--- src/rtl/merge_2to1_node_if.sv ---
`default_nettype none
// ============================================================================
//  Module   : merge_2to1_node_if
//  Purpose  : Bundles the two sorted input streams (A, B), the merged output
//             stream and the order-error flag of merge_2to1_node.
//  Modports : master - the environment side (drives inputs, takes outputs)
//             slave  - the merge node side
//  Signals  : a_valid/a_data/a_ready    sorted input run A
//             b_valid/b_data/b_ready    sorted input run B
//             out_valid/out_data/out_last/out_ready  merged output run
//             order_err                 sticky unsorted-input flag
//  Revision : 1.0 - initial release
// ============================================================================
interface merge_2to1_node_if #(
  parameter int DATA_WIDTH = 8
);
  logic                  a_valid;
  logic [DATA_WIDTH-1:0] a_data;
  logic                  a_ready;
  logic                  b_valid;
  logic [DATA_WIDTH-1:0] b_data;
  logic                  b_ready;
  logic                  out_valid;
  logic [DATA_WIDTH-1:0] out_data;
  logic                  out_last;
  logic                  out_ready;
  logic                  order_err;

  modport master (
    output a_valid, a_data, b_valid, b_data, out_ready,
    input  a_ready, b_ready, out_valid, out_data, out_last, order_err
  );

  modport slave (
    input  a_valid, a_data, b_valid, b_data, out_ready,
    output a_ready, b_ready, out_valid, out_data, out_last, order_err
  );
endinterface
`default_nettype wire

--- src/rtl/merge_2to1_node.sv ---
`default_nettype none
// ============================================================================
//  Module   : merge_2to1_node
//  Purpose  : Merges two ascending runs of RUN_LEN elements into one ascending
//             run of 2*RUN_LEN elements. Ties take A first (stable merge).
//             Output is a single register stage with valid/ready backpressure.
//  Ports    : clk  - single clock, rising edge
//             rst  - synchronous, active-high reset
//             bus  - merge_2to1_node_if.slave (A, B, merged output, order_err)
//  Params   : DATA_WIDTH - element width (unsigned)
//             RUN_LEN    - elements per input run (>= 1)
//  Macro    : MERGE_ORDER_CHECK_EN - when defined, order_err flags an input
//             element smaller than its predecessor on the same side within a
//             run; otherwise order_err is tied low.
//  Revision : 1.0 - initial release
// ============================================================================
module merge_2to1_node #(
  parameter int DATA_WIDTH = 8,
  parameter int RUN_LEN    = 2
) (
  input  wire logic         clk,
  input  wire logic         rst,
  merge_2to1_node_if.slave  bus
);

  localparam int CNT_W = $clog2(RUN_LEN + 1);
  localparam int TOT_W = CNT_W + 1;
  // Counter value at which the next accept fills one side.
  localparam logic [CNT_W-1:0] SIDE_LAST = CNT_W'(RUN_LEN - 1);
  // cnt_a + cnt_b value at which the next accept is the last of the run.
  localparam logic [TOT_W-1:0] RUN_LAST  = TOT_W'(2 * RUN_LEN - 1);

  localparam logic [1:0] MERGE   = 2'd0;
  localparam logic [1:0] DRAIN_A = 2'd1;
  localparam logic [1:0] DRAIN_B = 2'd2;

  logic [1:0]            state;
  logic [CNT_W-1:0]      cnt_a;
  logic [CNT_W-1:0]      cnt_b;
  logic                  vld_q;
  logic [DATA_WIDTH-1:0] data_q;
  logic                  last_q;

  logic                  load_en;
  logic                  a_rdy;
  logic                  b_rdy;
  logic                  acc_a;
  logic                  acc_b;
  logic                  acc;
  logic                  last_elem;
  logic [TOT_W-1:0]      total;

  // The output register can take a new element when it is empty or being
  // drained this cycle; every ready is qualified by this.
  assign load_en = !vld_q || bus.out_ready;

  always_comb begin
    a_rdy = 1'b0;
    b_rdy = 1'b0;
    case (state)
      MERGE: begin
        // Compare only when both heads are present; A wins ties.
        if (bus.a_valid && bus.b_valid) begin
          a_rdy = load_en && (bus.a_data <= bus.b_data);
          b_rdy = load_en && (bus.a_data >  bus.b_data);
        end
      end
      DRAIN_A: a_rdy = load_en;
      DRAIN_B: b_rdy = load_en;
      default: begin
        a_rdy = 1'b0;
        b_rdy = 1'b0;
      end
    endcase
    if (rst) begin
      a_rdy = 1'b0;
      b_rdy = 1'b0;
    end
  end

  assign acc_a     = bus.a_valid && a_rdy;
  assign acc_b     = bus.b_valid && b_rdy;
  assign acc       = acc_a || acc_b;
  assign total     = {1'b0, cnt_a} + {1'b0, cnt_b};
  assign last_elem = (total == RUN_LAST);

  // Run control: counters and merge/drain state.
  always_ff @(posedge clk) begin
    if (rst) begin
      state <= MERGE;
      cnt_a <= '0;
      cnt_b <= '0;
    end else if (acc) begin
      if (last_elem) begin
        state <= MERGE;
        cnt_a <= '0;
        cnt_b <= '0;
      end else begin
        if (acc_a) cnt_a <= cnt_a + 1'b1;
        if (acc_b) cnt_b <= cnt_b + 1'b1;
        case (state)
          MERGE: begin
            // One side exhausted: the rest of the run comes from the other.
            if (acc_a && (cnt_a == SIDE_LAST)) state <= DRAIN_B;
            if (acc_b && (cnt_b == SIDE_LAST)) state <= DRAIN_A;
          end
          DRAIN_A, DRAIN_B: state <= state;
          default:          state <= MERGE;
        endcase
      end
    end else if (state != MERGE && state != DRAIN_A && state != DRAIN_B) begin
      state <= MERGE;
    end
  end

  // Output register: holds while stalled, empties when drained with no input.
  always_ff @(posedge clk) begin
    if (rst) begin
      vld_q  <= 1'b0;
      data_q <= '0;
      last_q <= 1'b0;
    end else if (load_en) begin
      vld_q <= acc;
      if (acc) begin
        data_q <= acc_a ? bus.a_data : bus.b_data;
        last_q <= last_elem;
      end else begin
        last_q <= 1'b0;
      end
    end
  end

  assign bus.a_ready   = a_rdy;
  assign bus.b_ready   = b_rdy;
  assign bus.out_valid = vld_q;
  assign bus.out_data  = data_q;
  assign bus.out_last  = last_q;

`ifdef MERGE_ORDER_CHECK_EN
  logic [DATA_WIDTH-1:0] prev_a;
  logic [DATA_WIDTH-1:0] prev_b;
  logic                  err_q;

  // A non-zero side counter means a predecessor from this run exists.
  always_ff @(posedge clk) begin
    if (rst) begin
      prev_a <= '0;
      prev_b <= '0;
      err_q  <= 1'b0;
    end else begin
      if (acc_a) begin
        prev_a <= bus.a_data;
        if ((cnt_a != '0) && (bus.a_data < prev_a)) err_q <= 1'b1;
      end
      if (acc_b) begin
        prev_b <= bus.b_data;
        if ((cnt_b != '0) && (bus.b_data < prev_b)) err_q <= 1'b1;
      end
    end
  end

  assign bus.order_err = err_q;
`else
  assign bus.order_err = 1'b0;
`endif

endmodule
`default_nettype wire
--- src/flat_wrapper.sv ---
// flat-port wrapper written by rule: the top's interface ports become plain ports
module merge_2to1_node_flat 
#(
  parameter int DATA_WIDTH = 8,
  parameter int RUN_LEN    = 2
)
  (clk, rst, bus_a_valid, bus_a_data, bus_b_valid, bus_b_data, bus_out_ready, bus_a_ready, bus_b_ready, bus_out_valid, bus_out_data, bus_out_last, bus_order_err);
  merge_2to1_node_if #(.DATA_WIDTH(DATA_WIDTH)) bus_i ();
  input  wire logic clk;
  input  wire logic rst;
  input wire logic [$bits(bus_i.a_valid)-1:0] bus_a_valid;
  input wire logic [$bits(bus_i.a_data)-1:0] bus_a_data;
  input wire logic [$bits(bus_i.b_valid)-1:0] bus_b_valid;
  input wire logic [$bits(bus_i.b_data)-1:0] bus_b_data;
  input wire logic [$bits(bus_i.out_ready)-1:0] bus_out_ready;
  output wire logic [$bits(bus_i.a_ready)-1:0] bus_a_ready;
  output wire logic [$bits(bus_i.b_ready)-1:0] bus_b_ready;
  output wire logic [$bits(bus_i.out_valid)-1:0] bus_out_valid;
  output wire logic [$bits(bus_i.out_data)-1:0] bus_out_data;
  output wire logic [$bits(bus_i.out_last)-1:0] bus_out_last;
  output wire logic [$bits(bus_i.order_err)-1:0] bus_order_err;
  assign bus_i.a_valid = bus_a_valid;
  assign bus_i.a_data = bus_a_data;
  assign bus_i.b_valid = bus_b_valid;
  assign bus_i.b_data = bus_b_data;
  assign bus_i.out_ready = bus_out_ready;
  assign bus_a_ready = bus_i.a_ready;
  assign bus_b_ready = bus_i.b_ready;
  assign bus_out_valid = bus_i.out_valid;
  assign bus_out_data = bus_i.out_data;
  assign bus_out_last = bus_i.out_last;
  assign bus_order_err = bus_i.order_err;
  merge_2to1_node #(.DATA_WIDTH(DATA_WIDTH), .RUN_LEN(RUN_LEN)) u_core (.clk(clk), .rst(rst), .bus(bus_i));
endmodule
--- config.mk ---
export PLATFORM = sky130hd
export DESIGN_NAME = merge_2to1_node_flat
export DESIGN_NICKNAME = d
export VERILOG_FILES = /design/src/rtl/merge_2to1_node_if.sv /design/src/rtl/merge_2to1_node.sv /design/src/flat_wrapper.sv
export SDC_FILE = /design/constraint.sdc
export NUM_CORES = 1
export LEC_CHECK = 0
export CAP_MARGIN = 0
export CORE_MARGIN = 3
export CORE_UTILIZATION = 48
export CTS_BUF_LIST = sky130_fd_sc_hd__clkbuf_8
export DETAILED_ROUTE_END_ITERATION = 6
export HOLD_SLACK_MARGIN = 0.03
export PLACE_DENSITY = 0.86
export SYNTH_ARGS = -nofsm -noshare
export SYNTH_HDL_FRONTEND = slang
export SYNTH_SLANG_ARGS = --single-unit
--- constraint.sdc ---
create_clock -name clk -period 2.6 [get_ports clk]
set_input_delay 0.65 -clock clk [delete_from_list [all_inputs] [get_ports clk]]
set_output_delay 0.65 -clock clk [all_outputs]
set_load 0.05 [all_outputs]
==> impl_metrics.env <==
export IMPL_dieArea_um2=2920
export IMPL_fin_ws_ns=-0.270
export IMPL_syn_cell_area_um2=1110
export IMPL_relSlewSlack=0.647
export IMPL_yosysWarningCount=0
export IMPL_std_cell_rows=16
export IMPL_hold_path_class="reg -> reg"
export IMPL_path_clk_slew_ns=0.07
export IMPL_synth_top_family_by_area="compound AO/OA/AOI/OAI gates"
export IMPL_insertion_delay_ns=0.25
export IMPL_drtIter0Drc=39
export IMPL_cts_hold_buf=0
export IMPL_synth_distinct_cells=34
export IMPL_cts_buffers=3
export IMPL_grt_pass1_wl_um=6640
export IMPL_grt_ovfl_total=0
export IMPL_place_inst=199
export IMPL_ys_seq_area_frac=0.289
export IMPL_crit_path_start="bus_b_data[0]"
export IMPL_fin_cells=220
export IMPL_hold_slack_ns=0.495
export IMPL_ys_async_sr_fraction=0
export IMPL_gp_congestion=0.784
export IMPL_muxShareOfSynthArea=0.0181
export IMPL_setup_worst_path_start_class="input pin"
export IMPL_die_width_um=54.1
export IMPL_syn_inst=140
export IMPL_max_clock_freq_ghz=0.348
export IMPL_syn_avg_cell_area_um2=7.92
export IMPL_root_buffer="clkbuf_8"
export IMPL_synth_edf_count=0
export IMPL_clock_sinks=16
export IMPL_grt_use_total=0.320
export IMPL_num_vias=1290
export IMPL_drv_cap=0
export IMPL_clock_skew_ns=0.00414
export IMPL_cts_max_path_buffers=2
export IMPL_power_leakage_nw=0.753
export IMPL_synth_seq_cells=16
export IMPL_drtPass1Iterations=4
export IMPL_failed_checks="negative setup slack"
export IMPL_die_h_um=54.1
export IMPL_n_antenna_cell=0
export IMPL_powerDensity_nw_per_um2=377
export IMPL_finalSetupViolCount=2
export IMPL_arrival_ns=2.22
export IMPL_port_buffers=32
export IMPL_synth_compound_area_share=0.227
export IMPL_h_tree_depth=1
export IMPL_via_per_inst=5.86
export IMPL_min_period_ns=2.87
export IMPL_coreArea_um2=2060
export IMPL_start_util=0.538
export IMPL_ios=34
export IMPL_crit_fanout=2
export IMPL_peakVddDrop_mv=0.354
export IMPL_pre_cts_slack_ns=-0.617
export IMPL_antenna_found_initial=0
export IMPL_yosys_area_share_simple=0.198
export IMPL_drt_total_wl_um=4330
export IMPL_area_growth_pct=66.5
export IMPL_synthAdderAreaFrac=0.187
export IMPL_worst_pin_slew_ns=0.527
export IMPL_drive_gt1_frac=0.373
export IMPL_cts_tree="yes"
export IMPL_drc=0
export IMPL_tns_ns=-0.499
export IMPL_synth_flop_cell="dfxtp_1"
export IMPL_hold_viol=0
export IMPL_status="complete, but fails checks"
export IMPL_hp_start="u_core.cnt_a[1]"
export IMPL_hpwl_um=2260
export IMPL_layout_nets=231
export IMPL_regToRegStartpoint="u_core.cnt_b[0]"
export IMPL_path_class="in -> out"
export IMPL_postRouteAntennaNets=0
export IMPL_slew_viol_final=0
export IMPL_syn_nets=177
export IMPL_n_fill_cell=95
export IMPL_cp_required_ns=1.95
export IMPL_fin_crit_sh=1.10
export IMPL_cp_end_kind="output pin"
export IMPL_synth_xor_area_share=0
export IMPL_final_util=0.895
export IMPL_wl_per_cell_um=19.7
export IMPL_rsz0062_at_grt="yes"
export IMPL_grt_pass1_vias=1414
export IMPL_grt_max_degree=18
==> synthesized netlist by cell type (2+ instances only) <==
library cell | instances | area share
or3_1 | 2 | 0.011
buf_2 | 3 | 0.014
nand2_1 | 5 | 0.017
o21a_1 | 2 | 0.014
a211oi_1 | 8 | 0.054
o211ai_1 | 3 | 0.020
dfxtp_1 | 16 | 0.29
nand2b_1 | 2 | 0.011
nand3_1 | 2 | 0.0090
nor2_1 | 21 | 0.071
inv_1 | 13 | 0.044
clkbuf_1 | 4 | 0.014
o21ai_0 | 3 | 0.014
mux2i_1 | 2 | 0.018
nor2b_1 | 2 | 0.011
nand4_1 | 3 | 0.017
ha_1 | 15 | 0.17
nor3_1 | 2 | 0.0090
a21oi_1 | 17 | 0.077
==> metrics by stage <==
step	power [W]	instance area, um2
after floorplan	0.000339	1110
after global placement	0.000400	1510
after detailed placement	0.000406	1510
after CTS	0.000668	1790
after global routing	0.000713	1850
final	0.000696	1850
==> power breakdown <==
group,switching [W],internal [W]
clock network,0.0000953,0.000134
registers,0.00000438,0.000252
logic,0.000105,0.000105
==> area by class of cell <==
cell class / count / area, um2 / share of cell area
inverter: 13 / 61.3 / 0.0332
clock buffer: 4 / 55.1 / 0.0298
timing repair buffer: 57 / 536 / 0.290
multi-input combinational: 103 / 840 / 0.455
tap: 27 / 33.8 / 0.0183
sequential: 16 / 320 / 0.174
==> cell usage in the layout, fill, tap and decap left out, types with 2 or more instances in the layout <==
| master | count |
|---|---|
| clkdlybuf4s50_1 | 14 |
| dfxtp_1 | 16 |
| a21oi_1 | 16 |
| buf_12 | 2 |
| o211ai_1 | 3 |
| buf_4 | 24 |
| nand3_1 | 2 |
| or3_1 | 2 |
| nor2_1 | 20 |
| nand2b_1 | 2 |
| a211oi_1 | 7 |
| buf_6 | 10 |
| buf_2 | 3 |
| ha_4 | 7 |
| nand2_1 | 5 |
| inv_1 | 6 |
| clkbuf_8 | 4 |
| nor3_1 | 2 |
| o21ai_0 | 2 |
| nand4_1 | 3 |
| inv_2 | 3 |
| mux2i_1 | 2 |
| ha_1 | 7 |
| inv_4 | 3 |
| clkdlybuf4s15_2 | 2 |
==> path summary, 6_finish.rpt <==
| path | to | cells after the start | slack, ns |
|---|---|---|---|
| max | bus_a_ready | 8 | -0.27 |
| min | u_core.cnt_a[1] | 2 | 0.49 |
| max reg2reg | u_core.state[0] | 9 | 0.25 |
| min reg2reg | u_core.cnt_a[1] | 2 | 0.49 |
==> kinds of logic (layout without fill, tap and decap cells) <==
family                     after synthesis  count (layout)
and+or+nand+nor                         45              45
muxes                                    2               2
DFF                                     16              16
buffers and inverters                   21              74
AOI/OAI and AO/OA                       39              39
adders and majority gates               16              16
other                                    1               1
==> per-layer routing <==
layer / up-vias / wire length (um) / global-route usage
li1: 597 / - / -
met1: 614 / 1670 / 0.327
met2: 57 / 2240 / 0.603
met3: 22 / 218 / 0.0609
met4: 0 / 205 / 0.174
met5: - / 0 / 0
==> state kept, by name, indices dropped and copies added (netlist names) <==
register,count
u_core.bus.out_data,8
u_core.cnt_a,2
u_core.cnt_b,2
u_core.state,2
u_core.bus.out_last,1
u_core.bus.out_valid,1
==> what timing repair did <==
| item | in CTS | in global routing |
|---|---|---|
| buffers inserted | 19 | 2 |
| pin swaps | 19 | 7 |
| cloned | 0 | 0 |
| resized for setup | 90 | 14 |
| endpoints found under the setup margin | 18 | 5 |
==> worst max-delay path, stage by stage <==
cell,delay [ns]
clkdlybuf4s15_1,0.20
ha_2,0.20
nor2b_4,0.10
o211ai_1,0.12
a211o_1,0.37
a31o_4,0.26
and2_4,0.17
buf_12,0.14
Power figures use the tool's default switching activity.
